[src/rtl/mem_stall_ctrl.sv]
// mem_stall_ctrl: multi-cycle data-memory access controller for the MEM stage.
//
// Turns a MemRead/MemWrite request from EX/MEM into a registered req/ack
// transaction to the data memory. It returns load data to MEM/WB and stalls the
// whole pipeline until the access completes.
//
// Ports:
//   clk_i        clock, rising edge
//   rst_i        asynchronous active-high reset
//   MemRead_i    load request from EX/MEM
//   MemWrite_i   store request from EX/MEM (wins over MemRead_i)
//   addr_i       byte address (ALU result)
//   wdata_i      store data
//   rdata_o      last completed load value, to MEM/WB
//   stall_o      freezes PC, IF/ID, ID/EX, EX/MEM and MEM/WB
//   mem_req_o    registered memory request
//   mem_we_o     registered write enable (1 = write)
//   mem_addr_o   registered request address
//   mem_wdata_o  registered write data
//   mem_ack_i    one-cycle completion pulse from memory
//   mem_rdata_i  read data, valid with mem_ack_i
//   err_o        sticky timeout error
//
// Optional feature: define MEM_TIMEOUT_EN to abort a BUSY access after TIMEOUT
// cycles without ack. Without it err_o is tied low and BUSY waits forever.
module mem_stall_ctrl #(
  parameter int unsigned ADDR_W  = 32,
  parameter int unsigned DATA_W  = 32,
  parameter int unsigned TIMEOUT = 255
) (
  input  logic              clk_i,
  input  logic              rst_i,
  input  logic              MemRead_i,
  input  logic              MemWrite_i,
  input  logic [ADDR_W-1:0] addr_i,
  input  logic [DATA_W-1:0] wdata_i,
  output logic [DATA_W-1:0] rdata_o,
  output logic              stall_o,
  output logic              mem_req_o,
  output logic              mem_we_o,
  output logic [ADDR_W-1:0] mem_addr_o,
  output logic [DATA_W-1:0] mem_wdata_o,
  input  logic              mem_ack_i,
  input  logic [DATA_W-1:0] mem_rdata_i,
  output logic              err_o
);

  typedef enum logic [1:0] {StIdle, StBusy, StDone} state_e;

  state_e            state_q, state_d;
  logic              req_q, req_d;
  logic              we_q, we_d;
  logic [ADDR_W-1:0] addr_q, addr_d;
  logic [DATA_W-1:0] wdata_q, wdata_d;
  logic [DATA_W-1:0] rdata_q, rdata_d;
  logic              acc;
  logic              timeout;

  assign acc = MemRead_i | MemWrite_i;

`ifdef MEM_TIMEOUT_EN
  localparam int unsigned CntW = (TIMEOUT < 1) ? 1 : $clog2(TIMEOUT + 1);

  logic [CntW-1:0] cnt_q, cnt_d;
  logic            err_q, err_d;

  // Fires on the edge that ends the TIMEOUT-th BUSY cycle; a same-cycle ack wins.
  assign timeout = (state_q == StBusy) && !mem_ack_i && (cnt_q == CntW'(TIMEOUT - 1));

  always_comb begin
    cnt_d = cnt_q;
    if (state_q == StBusy) begin
      cnt_d = cnt_q + 1'b1;
    end else begin
      cnt_d = '0;  // zero on entry to BUSY
    end
  end

  assign err_d = err_q | timeout;

  always_ff @(posedge clk_i or posedge rst_i) begin
    if (rst_i) begin
      cnt_q <= '0;
      err_q <= 1'b0;
    end else begin
      cnt_q <= cnt_d;
      err_q <= err_d;
    end
  end

  assign err_o = err_q;
`else
  assign timeout = 1'b0;
  assign err_o   = 1'b0;
`endif

  always_comb begin
    state_d = state_q;
    req_d   = req_q;
    we_d    = we_q;
    addr_d  = addr_q;
    wdata_d = wdata_q;
    rdata_d = rdata_q;
    stall_o = 1'b0;

    unique case (state_q)
      StIdle: begin
        // Combinational so EX/MEM holds the instruction at the coming edge.
        stall_o = acc && !rst_i;
        if (acc) begin
          addr_d  = addr_i;
          wdata_d = wdata_i;
          we_d    = MemWrite_i;
          req_d   = 1'b1;
          state_d = StBusy;
        end
      end
      StBusy: begin
        stall_o = 1'b1;
        if (mem_ack_i) begin
          req_d   = 1'b0;
          if (!we_q) rdata_d = mem_rdata_i;
          state_d = StDone;
        end else if (timeout) begin
          req_d   = 1'b0;
          if (!we_q) rdata_d = DATA_W'(32'hDEADBEEF);
          state_d = StDone;
        end
      end
      StDone: begin
        // One unstalled cycle; the same instruction is still visible, so no re-issue.
        state_d = StIdle;
      end
      default: state_d = StIdle;
    endcase
  end

  always_ff @(posedge clk_i or posedge rst_i) begin
    if (rst_i) begin
      state_q <= StIdle;
      req_q   <= 1'b0;
      we_q    <= 1'b0;
      addr_q  <= '0;
      wdata_q <= '0;
      rdata_q <= '0;
    end else begin
      state_q <= state_d;
      req_q   <= req_d;
      we_q    <= we_d;
      addr_q  <= addr_d;
      wdata_q <= wdata_d;
      rdata_q <= rdata_d;
    end
  end

  assign mem_req_o   = req_q;
  assign mem_we_o    = we_q;
  assign mem_addr_o  = addr_q;
  assign mem_wdata_o = wdata_q;
  assign rdata_o     = rdata_q;

endmodule

[config.mk]
export PLATFORM = sky130hd
export DESIGN_NAME = mem_stall_ctrl
export DESIGN_NICKNAME = d
export VERILOG_FILES = /design/src/rtl/mem_stall_ctrl.sv
export SDC_FILE = /design/constraint.sdc
export NUM_CORES = 1
export LEC_CHECK = 0
export ABC_AREA = 1
export CAP_MARGIN = 25
export CORE_AREA = 5 5 118 98
export DETAILED_ROUTE_END_ITERATION = 8
export DIE_AREA = 0 0 123 103
export GPL_TIMING_DRIVEN = 0
export HOLD_SLACK_MARGIN = 0.03
export PLACE_DENSITY = 0.9
export SETUP_SLACK_MARGIN = 0.15
export SKIP_LAST_GASP = 1
export SYNTH_ARGS = -nofsm -noshare
export SYNTH_HDL_FRONTEND = slang
export SYNTH_SLANG_ARGS = --single-unit
export TNS_END_PERCENT = 10
[constraint.sdc]
create_clock -name clk_i -period 4.99 [get_ports clk_i]
set_input_delay 0.998 -clock clk_i [delete_from_list [all_inputs] [get_ports clk_i]]
set_output_delay 0.998 -clock clk_i [all_outputs]
set_load 0.05 [all_outputs]
==> flow_metrics.py, run 1 <==
metrics = {
    "synth": {
        "ys_ff_latch": 100,
        "ys_seq_area_frac": 0.627,
        "synth_area_leaders": "dfrtp_1, nand2_1, nand3_1, buf_2, buf_4",
        "async_flop_share": 1.00,
        "synth_top_area_frac": 0.627,
        "ys_types": 13,
        "synth_area_leader_cell": "dfrtp_1",
        "ys.flop_type": "dfrtp_1",
        "synth-edff-count": 0,
        "syn_inst": 442,
        "syn-mean-instance-area_um2": 9.03,
        "yosysWarnings": 0,
        "synth_area_um2": 3990,
        "synthTopCellsByCount": "nand2_1, dfrtp_1, nand3_1, buf_2",
        "synth_fp_nets": 543,
        "synth.most_common_cell": "nand2_1",
    },
    "grt": {
        "grt_pass1_vias": 3906,
        "grt_overflow_total": 0,
        "antenna_found_initial": 0,
        "grt.total_usage": 0.195,
        "grt_max_degree": 57,
        "grt_pass1_wl_um": 19300,
    },
    "cts": {
        "clockRootBuffer": "clkbuf_16",
        "htree_levels": 3,
        "clockBufferDepth": 2,
        "cts_made_buffers": 9,
        "cts.sinks": 100,
        "clk_pin_slew_ns": 0.06,
        "cts_resized": 0,
        "cts_setup_buffers": 0,
        "hold_buffers": 0,
        "clk-insertion-delay-late_ns": 0.33,
        "cts_tree": "built",
    },
    "run": {
        "max_cap_viol_count": 0,
    },
    "timing": {
        "max_freq_mhz": 242,
        "clock_skew_ns": 0.00828,
        "finalSetupViolCount": 0,
        "setup-tns-final_ns": 0,
        "final_hold_viol_count": 0,
        "worstMarginPinSlew_ns": 0.592,
        "maxSlewHeadroom": 0.605,
        "rsz0062_at_grt": "no",
        "period_minus_slack_ns": 4.13,
        "maxSlewViolCount": 0,
        "fin_crit_sh": 0.828,
    },
    "worst_setup_path": {
        "crit_chain": "clkdlybuf4s50_1 > inv_1 > nand2_1 > buf_2 > buf_2 > nand3_1 > nand2_1 > clkdlybuf4s50_1",
        "cp_data_arrival_time_ns": 3.13,
        "cp_top_family": "buffers and inverters",
        "crit_path_max_incr_delay_ns": 0.81,
        "worstSetupPathType": "input pin to output pin",
        "cp-start-kind": "input pin",
        "slowest_stage": "clkdlybuf4s50_1",
        "crit_fanout": 10,
        "critPathBufInv": 5,
        "worstPathRequired_ns": 3.99,
        "worstSetupEndpointType": "output pin",
    },
    "die": {
        "die_w_um": 123,
        "pin_count": 201,
        "die_area_um2": 12700,
        "rows": 34,
        "coreArea_um2": 10400,
        "start_util": 0.383,
        "die_h_um": 103,
    },
    "routing": {
        "drtAntennaViolNets": 0,
        "vias": 3801,
        "vias_per_cell": 4.74,
        "firstDrtPassIters": 4,
        "drtIter0Drc": 189,
        "routed_wl_um": 12200,
        "remaining_drc_errors": 0,
        "drt-wirelength-per-cell_um": 15.2,
    },
    "final_layout": {
        "drive_gt1_frac": 0.0699,
        "fill_cells": 856,
        "area_growth_pct": 62.3,
        "finish.instance_area_um2": 6480,
        "diodes": 0,
        "nets": 754,
    },
    "power_and_ir_drop": {
        "p_per_area_nw_per_um2": 801,
        "ir_worst_vdd_v": 0.000464,
        "power_mw": 5.19,
        "p_leak_nw": 3.16,
    },
    "place": {
        "dpl_cell_area_um2": 6190,
        "port_buffers": 199,
        "hpwl_um": 9520,
        "gp_congestion": 0.764,
    },
    "worst_hold_path": {
        "hp-class": "register to register",
    },
    "run_status": {
        "status": "finished, final reports clean",
    },
}
## registers in the layout (all words and copies together) (netlist names)
name and flops:
rdata_o 32, mem_addr_o 32, state_q 2, mem_req_o 1, mem_we_o 1, mem_wdata_o 32
## layout by cell type, fill, tap and decap left out
cell type | netlist | layout
o21ai_0 | 1 | 1
conb_1 | 1 | 1
bufinv_16 | 0 | 1
buf_4 | 7 | 7
clkbuf_16 | 0 | 9
nand3_1 | 97 | 97
buf_6 | 3 | 3
dfrtp_1 | 100 | 100
clkinv_2 | 0 | 1
clkdlybuf4s50_1 | 0 | 199
clkinvlp_4 | 0 | 2
buf_1 | 1 | 1
clkbuf_1 | 2 | 5
nor2_4 | 1 | 1
nor2_2 | 2 | 2
buf_2 | 18 | 18
inv_4 | 0 | 1
nand2_1 | 202 | 202
inv_1 | 7 | 6
buf_16 | 0 | 1
## metal layers
layer / up-vias / global-route usage / wire length, um
li1: 1824 / - / -
met1: 1806 / 0.222 / 4680
met2: 154 / 0.336 / 5960
met3: 17 / 0.0834 / 1350
met4: 0 / 0.0587 / 182
met5: - / 0 / 0
## area by class of cell
| class | count | area (um2) | share of cell area |
|---|---|---|---|
| clock buffers | 12 | 236 | 0.0365 |
| repair buffers | 200 | 2020 | 0.312 |
| flip-flops and latches | 100 | 2500 | 0.386 |
| well taps | 144 | 180 | 0.0278 |
| inverters | 7 | 28.8 | 0.00444 |
| multi-input cells | 304 | 1280 | 0.197 |
| clock inverters | 4 | 50.0 | 0.00772 |
| plain buffers | 31 | 188 | 0.0290 |
## cells by family (layout without fill, tap and decap cells)
family / after synthesis / count (layout) / synth area share
simple gates: 302 / 302 / 0.317
flops: 100 / 100 / 0.627
buf+inv: 38 / 254 / 0.0536
other cells: 1 / 1 / 0.000939
compound gates: 1 / 1 / 0.00125
## report_power, final
part	internal, mW	switching, mW
logic	0.986	2.11
registers	1.20	0.217
clock network	0.389	0.285
## through the flow
step | hold slack, ns | util | std cells | setup WS [ns]
floorplan | 0.581 | - | 442 | 0.286
detailed placement | 0.458 | 0.594 | 786 | 0.831
finish | 0.472 | 0.622 | 802 | 0.859
CTS | 0.473 | 0.622 | 802 | 0.827
global route | 0.486 | 0.622 | 802 | 0.748
global placement | 0.451 | 0.591 | 785 | -1.34
## path summary, 6_finish.rpt
check	startpoint	to	slack, ns	depth (start not counted)
min	rdata_o[3]$_DFFE_PP0P_	rdata_o[3]$_DFFE_PP0P_	0.47	2
max in group asynchronous	rst_i	mem_addr_o[21]$_DFFE_PP0P_	3.22	3
min in group asynchronous	rst_i	rdata_o[16]$_DFFE_PP0P_	1.09	2
min reg2reg	rdata_o[3]$_DFFE_PP0P_	rdata_o[3]$_DFFE_PP0P_	0.47	2
max reg2reg	state_q[1]$_DFFE_PP0P_	mem_wdata_o[22]$_DFFE_PP0P_	3.58	6
max	MemWrite_i	stall_o	0.86	8
## worst register-to-register path, delay by kind of cell (launching register included)
family / cells / cell delay [ns]
and+or+nand+nor: 4 / 0.51
DFF: 1 / 0.41
buffers and inverters: 2 / 0.36
Power figures use the tool's default switching activity.
==> inputs of run 2 (changes only) <==
- clock period: 4.99 -> 4.04 ns (I/O delays scaled with it)
==> run 2 against run 1 <==
  * Critical path depth stayed put
  * Routed wire length is 2.2% higher
  * Sequential share of layout area is 0.29 points lower
  * Combinational power is 24% higher
  * Critical path type unchanged
  * Largest cell class unchanged
  * Largest power group unchanged
  * Highest routed layer unchanged
==> flow_metrics.py, run 2 (synthesis gave the netlist of run 1 again) <==
metrics = {
    "place": {
        "gp_congestion": 0.783,
        "hpwl_um": 9660,
        "dpl_cell_area_um2": 6210,
        "post-place-ws_ns": 0.315,
        "port_buffers": 199,
    },
    "die": {
        "pin_count": 201,
        "die_h_um": 103,
        "rows": 34,
        "die_w_um": 123,
        "die_area_um2": 12700,
        "coreArea_um2": 10400,
        "start_util": 0.383,
    },
    "worst_setup_path": {
        "worstPathRequired_ns": 3.23,
        "crit_fanout": 10,
        "cp-start-kind": "input pin",
        "worstSetupEndpointType": "output pin",
        "worstSetupPathType": "input pin to output pin",
        "cp_data_arrival_time_ns": 2.91,
    },
    "cts": {
        "cts_resized": 0,
        "htree_levels": 3,
        "clk-insertion-delay-late_ns": 0.34,
        "clockBufferDepth": 2,
        "cts.sinks": 100,
        "cts_tree": "built",
        "clockRootBuffer": "clkbuf_16",
        "clk_pin_slew_ns": 0.06,
        "cts_setup_buffers": 0,
        "cts_made_buffers": 9,
        "hold_buffers": 0,
    },
    "final_layout": {
        "drive_gt1_frac": 0.0759,
        "fill_cells": 861,
        "seq_area_um2": 2500,
        "final_cell_mix": "nand2_1, clkdlybuf4s50_1, dfrtp_1",
        "finish.instance_area_um2": 6530,
        "area_growth_pct": 63.6,
        "final_common_cell": "nand2_1",
        "multi_input_area_um2": 1280,
        "diodes": 0,
        "nets": 755,
    },
    "timing": {
        "maxSlewHeadroom": 0.641,
        "final_hold_viol_count": 0,
        "finalSetupViolCount": 0,
        "clock_skew_ns": 0.00661,
        "setup_slack_ns": 0.320,
        "max_freq_mhz": 269,
        "fin_crit_sh": 0.921,
        "worstMarginPinSlew_ns": 0.537,
        "maxSlewViolCount": 0,
        "rsz0062_at_grt": "no",
        "period_minus_slack_ns": 3.72,
    },
    "grt": {
        "grt_max_degree": 45,
        "grt_pass1_vias": 3960,
        "antenna_found_initial": 0,
        "grt_pass1_wl_um": 19500,
        "grt.total_usage": 0.197,
        "grt_overflow_total": 0,
    },
    "run": {
        "max_cap_viol_count": 0,
    },
    "routing": {
        "firstDrtPassIters": 6,
        "drtAntennaViolNets": 0,
        "drtIter0Drc": 165,
        "vias_per_cell": 4.71,
        "remaining_drc_errors": 0,
        "vias": 3786,
        "routed_wl_um": 12400,
        "drt-wirelength-per-cell_um": 15.5,
    },
    "worst_hold_path": {
        "hp-class": "register to register",
    },
    "power_and_ir_drop": {
        "p_leak_nw": 3.18,
        "p_per_area_nw_per_um2": 994,
        "ir_worst_vdd_v": 0.000587,
    },
    "run_status": {
        "status": "finished, final reports clean",
    },
}
[run 2: changes by cell type in the layout (fill, tap and decap cells not counted), sizes merged]
cell / previous run / this run
buf: 30 / 31
[run 2: metrics by stage]
step | hold WS [ns] | cells | util | setup TNS [ns] | power [mW]
after detailed placement | 0.458 | 787 | 0.596 | 0 | 5.62
after global placement | 0.454 | 785 | 0.592 | -1.10 | 5.51
final | 0.471 | 803 | 0.627 | 0 | 6.49
after global routing | 0.497 | 803 | 0.627 | 0 | 6.85
after CTS | 0.475 | 803 | 0.627 | 0 | 6.54
after floorplan | 0.581 | 442 | - | 0 | 4.23
[run 2: routing by layer]
| metal | share of wire | GRT usage | vias up | routed length [um] |
|---|---|---|---|---|
| met5 | 0 | 0 | - | 0 |
| met4 | 0.0072 | 0.0366 | 0 | 90 |
| met1 | 0.40 | 0.226 | 1792 | 4990 |
| li1 | - | - | 1822 | - |
| met2 | 0.48 | 0.341 | 159 | 6000 |
| met3 | 0.11 | 0.0954 | 13 | 1350 |
[run 2: critical path, stage by stage]
cell,delay [ns]
clkdlybuf4s50_1,0.49
inv_1,0.05
nand2_1,0.09
buf_2,0.22
buf_2,0.26
nand3_1,0.09
nand2_1,0.07
clkdlybuf4s50_1,0.81
[run 2: worst paths after layout]
check,start,endpoint,slack [ns],cells after the start
setup / recovery,MemWrite_i,stall_o,0.32,8
hold / removal,rdata_o[18]$_DFFE_PP0P_,rdata_o[18]$_DFFE_PP0P_,0.47,2
setup reg to reg,state_q[1]$_DFFE_PP0P_,mem_wdata_o[5]$_DFFE_PP0P_,2.65,6
hold reg to reg,rdata_o[18]$_DFFE_PP0P_,rdata_o[18]$_DFFE_PP0P_,0.47,2
max in group asynchronous,rst_i,mem_addr_o[27]$_DFFE_PP0P_,2.69,3
min in group asynchronous,rst_i,rdata_o[24]$_DFFE_PP0P_,0.81,2
[run 2: power by group]
group | internal [mW] | switching, mW | leakage (nW)
clock | 0.534 | 0.364 | 0.155
combinational | 1.22 | 2.62 | 1.79
sequential | 1.48 | 0.278 | 1.24
[run 2: area by class of cell]
type / instances / area share
flip-flops and latches: 100 / 0.383
repair buffers: 201 / 0.311
multi-input cells: 304 / 0.195
clock buffers: 12 / 0.0408
plain buffers: 31 / 0.0287
well taps: 144 / 0.0276
clock inverters: 4 / 0.00843
inverters: 7 / 0.00460
